[config.mk]
export PLATFORM = sky130hd
export DESIGN_NAME = mem_port_arbiter
export DESIGN_NICKNAME = d
export VERILOG_FILES = /design/src/rtl/mem_port_arbiter_pkg.sv /design/src/rtl/mem_port_arbiter_resp.sv /design/src/rtl/mem_port_arbiter.sv
export SDC_FILE = /design/constraint.sdc
export NUM_CORES = 1
export LEC_CHECK = 0
export CAP_MARGIN = 10
export CORE_ASPECT_RATIO = 1.4
export CORE_MARGIN = 3
export CORE_UTILIZATION = 29
export DETAILED_ROUTE_END_ITERATION = 12
export PLACE_DENSITY_LB_ADDON = 0.1
export RECOVER_POWER = 100
export SLEW_MARGIN = 20
export SYNTH_ARGS = -nofsm -noshare
export SYNTH_HDL_FRONTEND = slang
export SYNTH_HIERARCHICAL = 1
export SYNTH_SLANG_ARGS = --single-unit
[constraint.sdc]
create_clock -name clk -period 2.1 [get_ports clk]
set_input_delay 0.315 -clock clk [delete_from_list [all_inputs] [get_ports clk]]
set_output_delay 0.315 -clock clk [all_outputs]
set_load 0.01 [all_outputs]
[src/rtl/mem_port_arbiter_pkg.sv]
// mem_port_arbiter_pkg: shared constants, grant encoding and address helpers for the memory port arbiter
package mem_port_arbiter_pkg;

    // Byte offset inside a word; word index starts right above it
    localparam int OFS_W = 2;

    // Width of the I-side starvation counter, saturating at its all-ones value
    localparam int CNT_W = 4;
    localparam logic [CNT_W-1:0] CNT_MAX = '1;

    typedef enum logic [1:0] {
        GNT_NONE,
        GNT_I,
        GNT_D
    } gnt_e;

    // A word access is misaligned when any byte-offset bit is set
    function automatic logic misaligned(input logic [31:0] addr);
        return |addr[OFS_W-1:0];
    endfunction

endpackage

[src/rtl/mem_port_arbiter_resp.sv]
// mem_resp_reg: one-cycle registered response stage (rvalid/err/rdata) for one requester
module mem_resp_reg
    import mem_port_arbiter_pkg::*;
#(
    parameter int WIDTH = 32
) (
    input  logic             clk,
    input  logic             rst,
    input  logic             cap_i,
    input  logic             err_i,
    input  logic [WIDTH-1:0] data_i,
    output logic             rvalid_o,
    output logic             err_o,
    output logic [WIDTH-1:0] rdata_o
);

    logic             rvalid_q, rvalid_d;
    logic             err_q, err_d;
    logic [WIDTH-1:0] rdata_q, rdata_d;

    // Capture strobe produces a single-cycle pulse; data is held between responses
    always_comb begin
        rvalid_d = cap_i;
        err_d    = cap_i & err_i;
        rdata_d  = cap_i ? data_i : rdata_q;
    end

    // Response registers; asynchronous active-low reset drops any pending response
    always_ff @(posedge clk or negedge rst) begin
        if (!rst) begin
            rvalid_q <= 1'b0;
            err_q    <= 1'b0;
            rdata_q  <= '0;
        end else begin
            rvalid_q <= rvalid_d;
            err_q    <= err_d;
            rdata_q  <= rdata_d;
        end
    end

    assign rvalid_o = rvalid_q;
    assign err_o    = err_q;
    assign rdata_o  = rdata_q;

endmodule

[src/rtl/mem_port_arbiter.sv]
// mem_port_arbiter: shares one single-port word memory between fetch (I) and load/store (D) requesters
module mem_port_arbiter
    import mem_port_arbiter_pkg::*;
#(
    parameter int WIDTH        = 32,
    parameter int WORD         = 1024,
    parameter int STARVE_LIMIT = 4
) (
    input  logic             clk,
    input  logic             rst,
    input  logic             i_req,
    input  logic [31:0]      i_addr,
    output logic             i_ack,
    output logic             i_rvalid,
    output logic [WIDTH-1:0] i_rdata,
    output logic             i_err,
    input  logic             d_req,
    input  logic             d_we,
    input  logic [31:0]      d_addr,
    input  logic [WIDTH-1:0] d_wdata,
    output logic             d_ack,
    output logic             d_rvalid,
    output logic [WIDTH-1:0] d_rdata,
    output logic             d_err,
    output logic [31:0]      m_addr,
    output logic [WIDTH-1:0] m_in,
    output logic             m_we,
    input  logic [WIDTH-1:0] m_out
);

    localparam int AW = $clog2(WORD);
    localparam logic [CNT_W-1:0] LIMIT = CNT_W'(STARVE_LIMIT);

    logic [CNT_W-1:0] starve_cnt_q, starve_cnt_d;
    gnt_e             gnt;
    logic             i_mis, d_mis;
    logic [31:0]      sel_addr;
    logic             unused_addr;

    assign i_mis = misaligned(i_addr);
    assign d_mis = misaligned(d_addr);

    // Fixed D priority unless I has been denied STARVE_LIMIT times; nothing is granted in reset
    always_comb begin
        gnt = !rst ? GNT_NONE :
              (d_req && !(i_req && starve_cnt_q >= LIMIT)) ? GNT_D :
              i_req ? GNT_I : GNT_NONE;
    end

    assign i_ack = (gnt == GNT_I);
    assign d_ack = (gnt == GNT_D);

    // Memory drive: address follows I when D is not granted; misaligned stores never write
    always_comb begin
        sel_addr = d_ack ? d_addr : i_addr;
        m_addr   = {{(32-AW){1'b0}}, sel_addr[OFS_W +: AW]};
        m_in     = d_wdata;
        m_we     = d_ack & d_we & ~d_mis;
    end

    // Upper address bits beyond the word index are intentionally ignored (wrap modulo WORD)
    assign unused_addr = ^{sel_addr[31:OFS_W+AW], sel_addr[OFS_W-1:0]};

    // Count consecutive denied fetch cycles, saturating; an I grant clears it
    always_comb begin
        starve_cnt_d = i_ack ? '0 :
                       (i_req && starve_cnt_q != CNT_MAX) ? starve_cnt_q + 1'b1 :
                       starve_cnt_q;
    end

    // Starvation counter register
    always_ff @(posedge clk or negedge rst) begin
        if (!rst) starve_cnt_q <= '0;
        else      starve_cnt_q <= starve_cnt_d;
    end

    mem_resp_reg #(.WIDTH(WIDTH)) u_i_resp (
        .clk      (clk),
        .rst      (rst),
        .cap_i    (i_ack),
        .err_i    (i_mis),
        .data_i   (i_mis ? '0 : m_out),
        .rvalid_o (i_rvalid),
        .err_o    (i_err),
        .rdata_o  (i_rdata)
    );

    mem_resp_reg #(.WIDTH(WIDTH)) u_d_resp (
        .clk      (clk),
        .rst      (rst),
        .cap_i    (d_ack),
        .err_i    (d_mis),
        .data_i   (d_mis ? '0 : m_out),
        .rvalid_o (d_rvalid),
        .err_o    (d_err),
        .rdata_o  (d_rdata)
    );

endmodule

==> flow_metrics.env <==
export IMPL_rows=50
export IMPL_cts_sinks=72
export IMPL_max_stage_delay_ns=0.40
export IMPL_port_buffers=141
export IMPL_hpwl_um=7150
export IMPL_cts_htree_levels=3
export IMPL_finalCoreUtilization_pct=42.1
export IMPL_die_w_um=106
export IMPL_dr_pass1_iters=3
export IMPL_fmax_ghz=0.494
export IMPL_fin_nets=567
export IMPL_antennaDiodeCount=0
export IMPL_combPwrFrac_pct=29.8
export IMPL_relSlewSlack_pct=-12.9
export IMPL_worstMarginPinSlew_ns=1.69
export IMPL_start_util_pct=29.9
export IMPL_min_period_ns=2.02
export IMPL_cts_tree="yes"
export IMPL_path_cells="nor2_4, o211a_4, buf_4, mux2_2, clkdlybuf4s15_2"
export IMPL_grtUsageTotal_pct=14.2
export IMPL_final_hold_viol_count=0
export IMPL_critPathLaunchType="flop"
export IMPL_violations="capacitance limit, slew limit"
export IMPL_p_clk_share_pct=34.2
export IMPL_routed_wl_um=10400
export IMPL_clockBufferDepth=2
export IMPL_antenna_found_initial=0
export IMPL_yosys_register_bits=72
export IMPL_required_ns=1.78
export IMPL_final_cell_mix="127 x clkdlybuf4s50_1, 72 x dfrtp_1, 66 x and2_1, 66 x mux2_4, 22 x conb_1"
export IMPL_period_share_pct=96.3
export IMPL_arrival_ns=1.71
export IMPL_drt_vias_per_instance=4.20
export IMPL_globalplace_congestion=0.716
export IMPL_status="complete, but fails checks"
export IMPL_grt_pass1_wl_um=17000
export IMPL_post_drt_wl_per_cell_um=16.9
export IMPL_ys_seq_area_share_pct=44.6
export IMPL_finalSetupTns_ns=0
export IMPL_power_internal_uw=3630
export IMPL_clock_latency_ns=0.33
export IMPL_critPathKind="flop to output pin"
export IMPL_clock_skew_ns=0.00689
export IMPL_swShare_pct=25.5
export IMPL_ctsRootBufferMaster="clkbuf_16"
export IMPL_p_sw_uw=1240
export IMPL_max_cap_viol_count=1
export IMPL_p_seq_share_pct=36.0
export IMPL_drive_gt1_share_pct=28.4
export IMPL_p_per_area_nw_per_um2=856
export IMPL_netlist_area_um2=4040
export IMPL_nFillCells=1363
export IMPL_critPathSlowestCell="dfrtp_1"
export IMPL_ant_nets=0
export IMPL_area_growth_syn_to_layout_pct=40.9
export IMPL_leakagePower_uw=0.00261
export IMPL_vias=2602
export IMPL_overflow=0
export IMPL_ys_types=24
export IMPL_grt_max_degree=73
export IMPL_worst_path_max_fanout=4
export IMPL_coreArea_um2=13500
export IMPL_hp_class="primary input to flop"
export IMPL_critPathTopFamily="flip-flops"
export IMPL_pin_count=268
export IMPL_grt_pass1_vias=2903
export IMPL_dieArea_um2=15400
export IMPL_clk_pin_slew_ns=0.05
export IMPL_irDropWorstVdd_mv=0.318
export IMPL_drcViolationCount=0
export IMPL_numCtsBuffers=9
export IMPL_cp_end_kind="output pin"
export IMPL_hold_buffers=0
export IMPL_syn_avg_cell_area_um2=13.1
export IMPL_die_h_um=146
export IMPL_finalSetupViolCount=0
export IMPL_critPathBufInv=2
export IMPL_ys_warn_count=6
export IMPL_synthCells=308
export IMPL_drv_slew=73
export IMPL_drt_initial_drc_count=61
export IMPL_layout_commonest_cell="clkdlybuf4s50_1"
-- flip-flops by register name, indices dropped and copies added, names as in the netlist --
signal / cells
u_i_resp/err_o: 1
u_i_resp/rvalid_o: 1
u_i_resp/rdata_o: 32
u_d_resp/err_o: 1
starve_cnt_q: 4
u_d_resp/rvalid_o: 1
u_d_resp/rdata_o: 32
-- cell type report --
class | instances | area (µm²) | area share (%)
Clock inverter | 3 | 65.1 | 1.14
Inverter | 4 | 15.0 | 0.264
Tap cell | 182 | 228 | 4.00
Sequential cell | 72 | 1800 | 31.7
Clock buffer | 12 | 256 | 4.51
Multi-Input combinational cell | 184 | 1740 | 30.6
Timing Repair Buffer | 162 | 1580 | 27.8
-- repair_timing --
item                                    4_1_cts  5_1_grt
resized for setup                            30        2
endpoints found under the setup margin       12       11
buffers inserted                              5        1
pin swaps                                     2        2
hold endpoints to repair                      0        0
-- metal layers --
metal | global-route usage [%] | part of all wire (%) | up-vias
li1 | - | - | 1186
met2 | 25.1 | 53 | 89
met1 | 16.3 | 39 | 1295
met3 | 2.80 | 5.2 | 32
met4 | 6.80 | 2.7 | 0
met5 | 0 | 0 | -
-- final timing paths --
check,cells past startpoint,to,slack [ns],start
worst max-delay path,5,m_addr[9],0.08,starve_cnt_q[2]
worst min-delay path,4,starve_cnt_q[1],0.45,i_req
worst max register to register,6,u_d_resp/rdata_o[15],0.31,starve_cnt_q[2]
worst min register to register,1,u_i_resp/rdata_o[13],0.51,u_i_resp/rdata_o[13]
max in group asynchronous,2,u_d_resp/rdata_o[22],0.41,rst
min in group asynchronous,2,u_d_resp/rdata_o[6],0.69,rst
-- metrics by stage --
| step | std cells | instance area (µm²) | setup WS [ns] | hold WS (ns) | total power (µW) |
|---|---|---|---|---|---|
| floorplan | 329 | 4120 | 0.419 | 0.0194 | 2570 |
| global placement | 598 | 5330 | -0.245 | 0.491 | 3210 |
| detailed placement | 598 | 5330 | -0.259 | 0.494 | 3220 |
| CTS | 618 | 5690 | -0.00703 | 0.326 | 4960 |
| global route | 619 | 5690 | -0.000927 | 0.465 | 5150 |
| finish | 619 | 5690 | 0.0772 | 0.453 | 4870 |
-- worst min-delay path: cells and delay by family --
family                 cells  cell delay [ns]
AND/OR/NAND/NOR            1             0.08
buffers and inverters      2             0.28
AO/OA/AOI/OAI              1             0.06
-- power groups by stage --
stage               registers (µW)  clock network, µW  logic (µW)
floorplan                     1860                  0         717
global placement              1770                  0        1440
detailed placement            1770                  0        1450
CTS                           1760               1730        1470
global route                  1790               1800        1550
finish                        1760               1670        1450
-- synth_stat cells --
cell type	n	area [µm²]
dfrtp_1	72	1800
and2_1	66	413
mux2_4	66	991
buf_4	54	405
mux2_2	8	90.1
buf_12	6	120
clkbuf_1	6	22.5
a21oi_1	5	25.0
buf_6	3	33.8
inv_1	3	11.3
nor2_1	3	11.3
o21ai_0	3	15.0
or3_2	2	15.0
and3_1	1	6.26
and3_2	1	7.51
conb_1	1	3.75
ha_1	1	12.5
inv_2	1	3.75
nand2_1	1	3.75
nand3b_1	1	7.51
nand4_1	1	6.26
o211a_4	1	17.5
o31ai_1	1	7.51
or2_2	1	6.26
-- cells by family (layout without fill, tap and decap cells) --
group           after synthesis  after routing  share of synthesized area, %
simple gates                 77             77                          11.8
mux                          74             74                          26.8
buf+inv                      73            181                          14.8
flops                        72             72                          44.6
compound gates               10             10                          1.61
fa+ha+maj                     1              1                         0.310
other cells                   1             22                        0.0929
No activity file was read; power rests on OpenSTA's default activity.
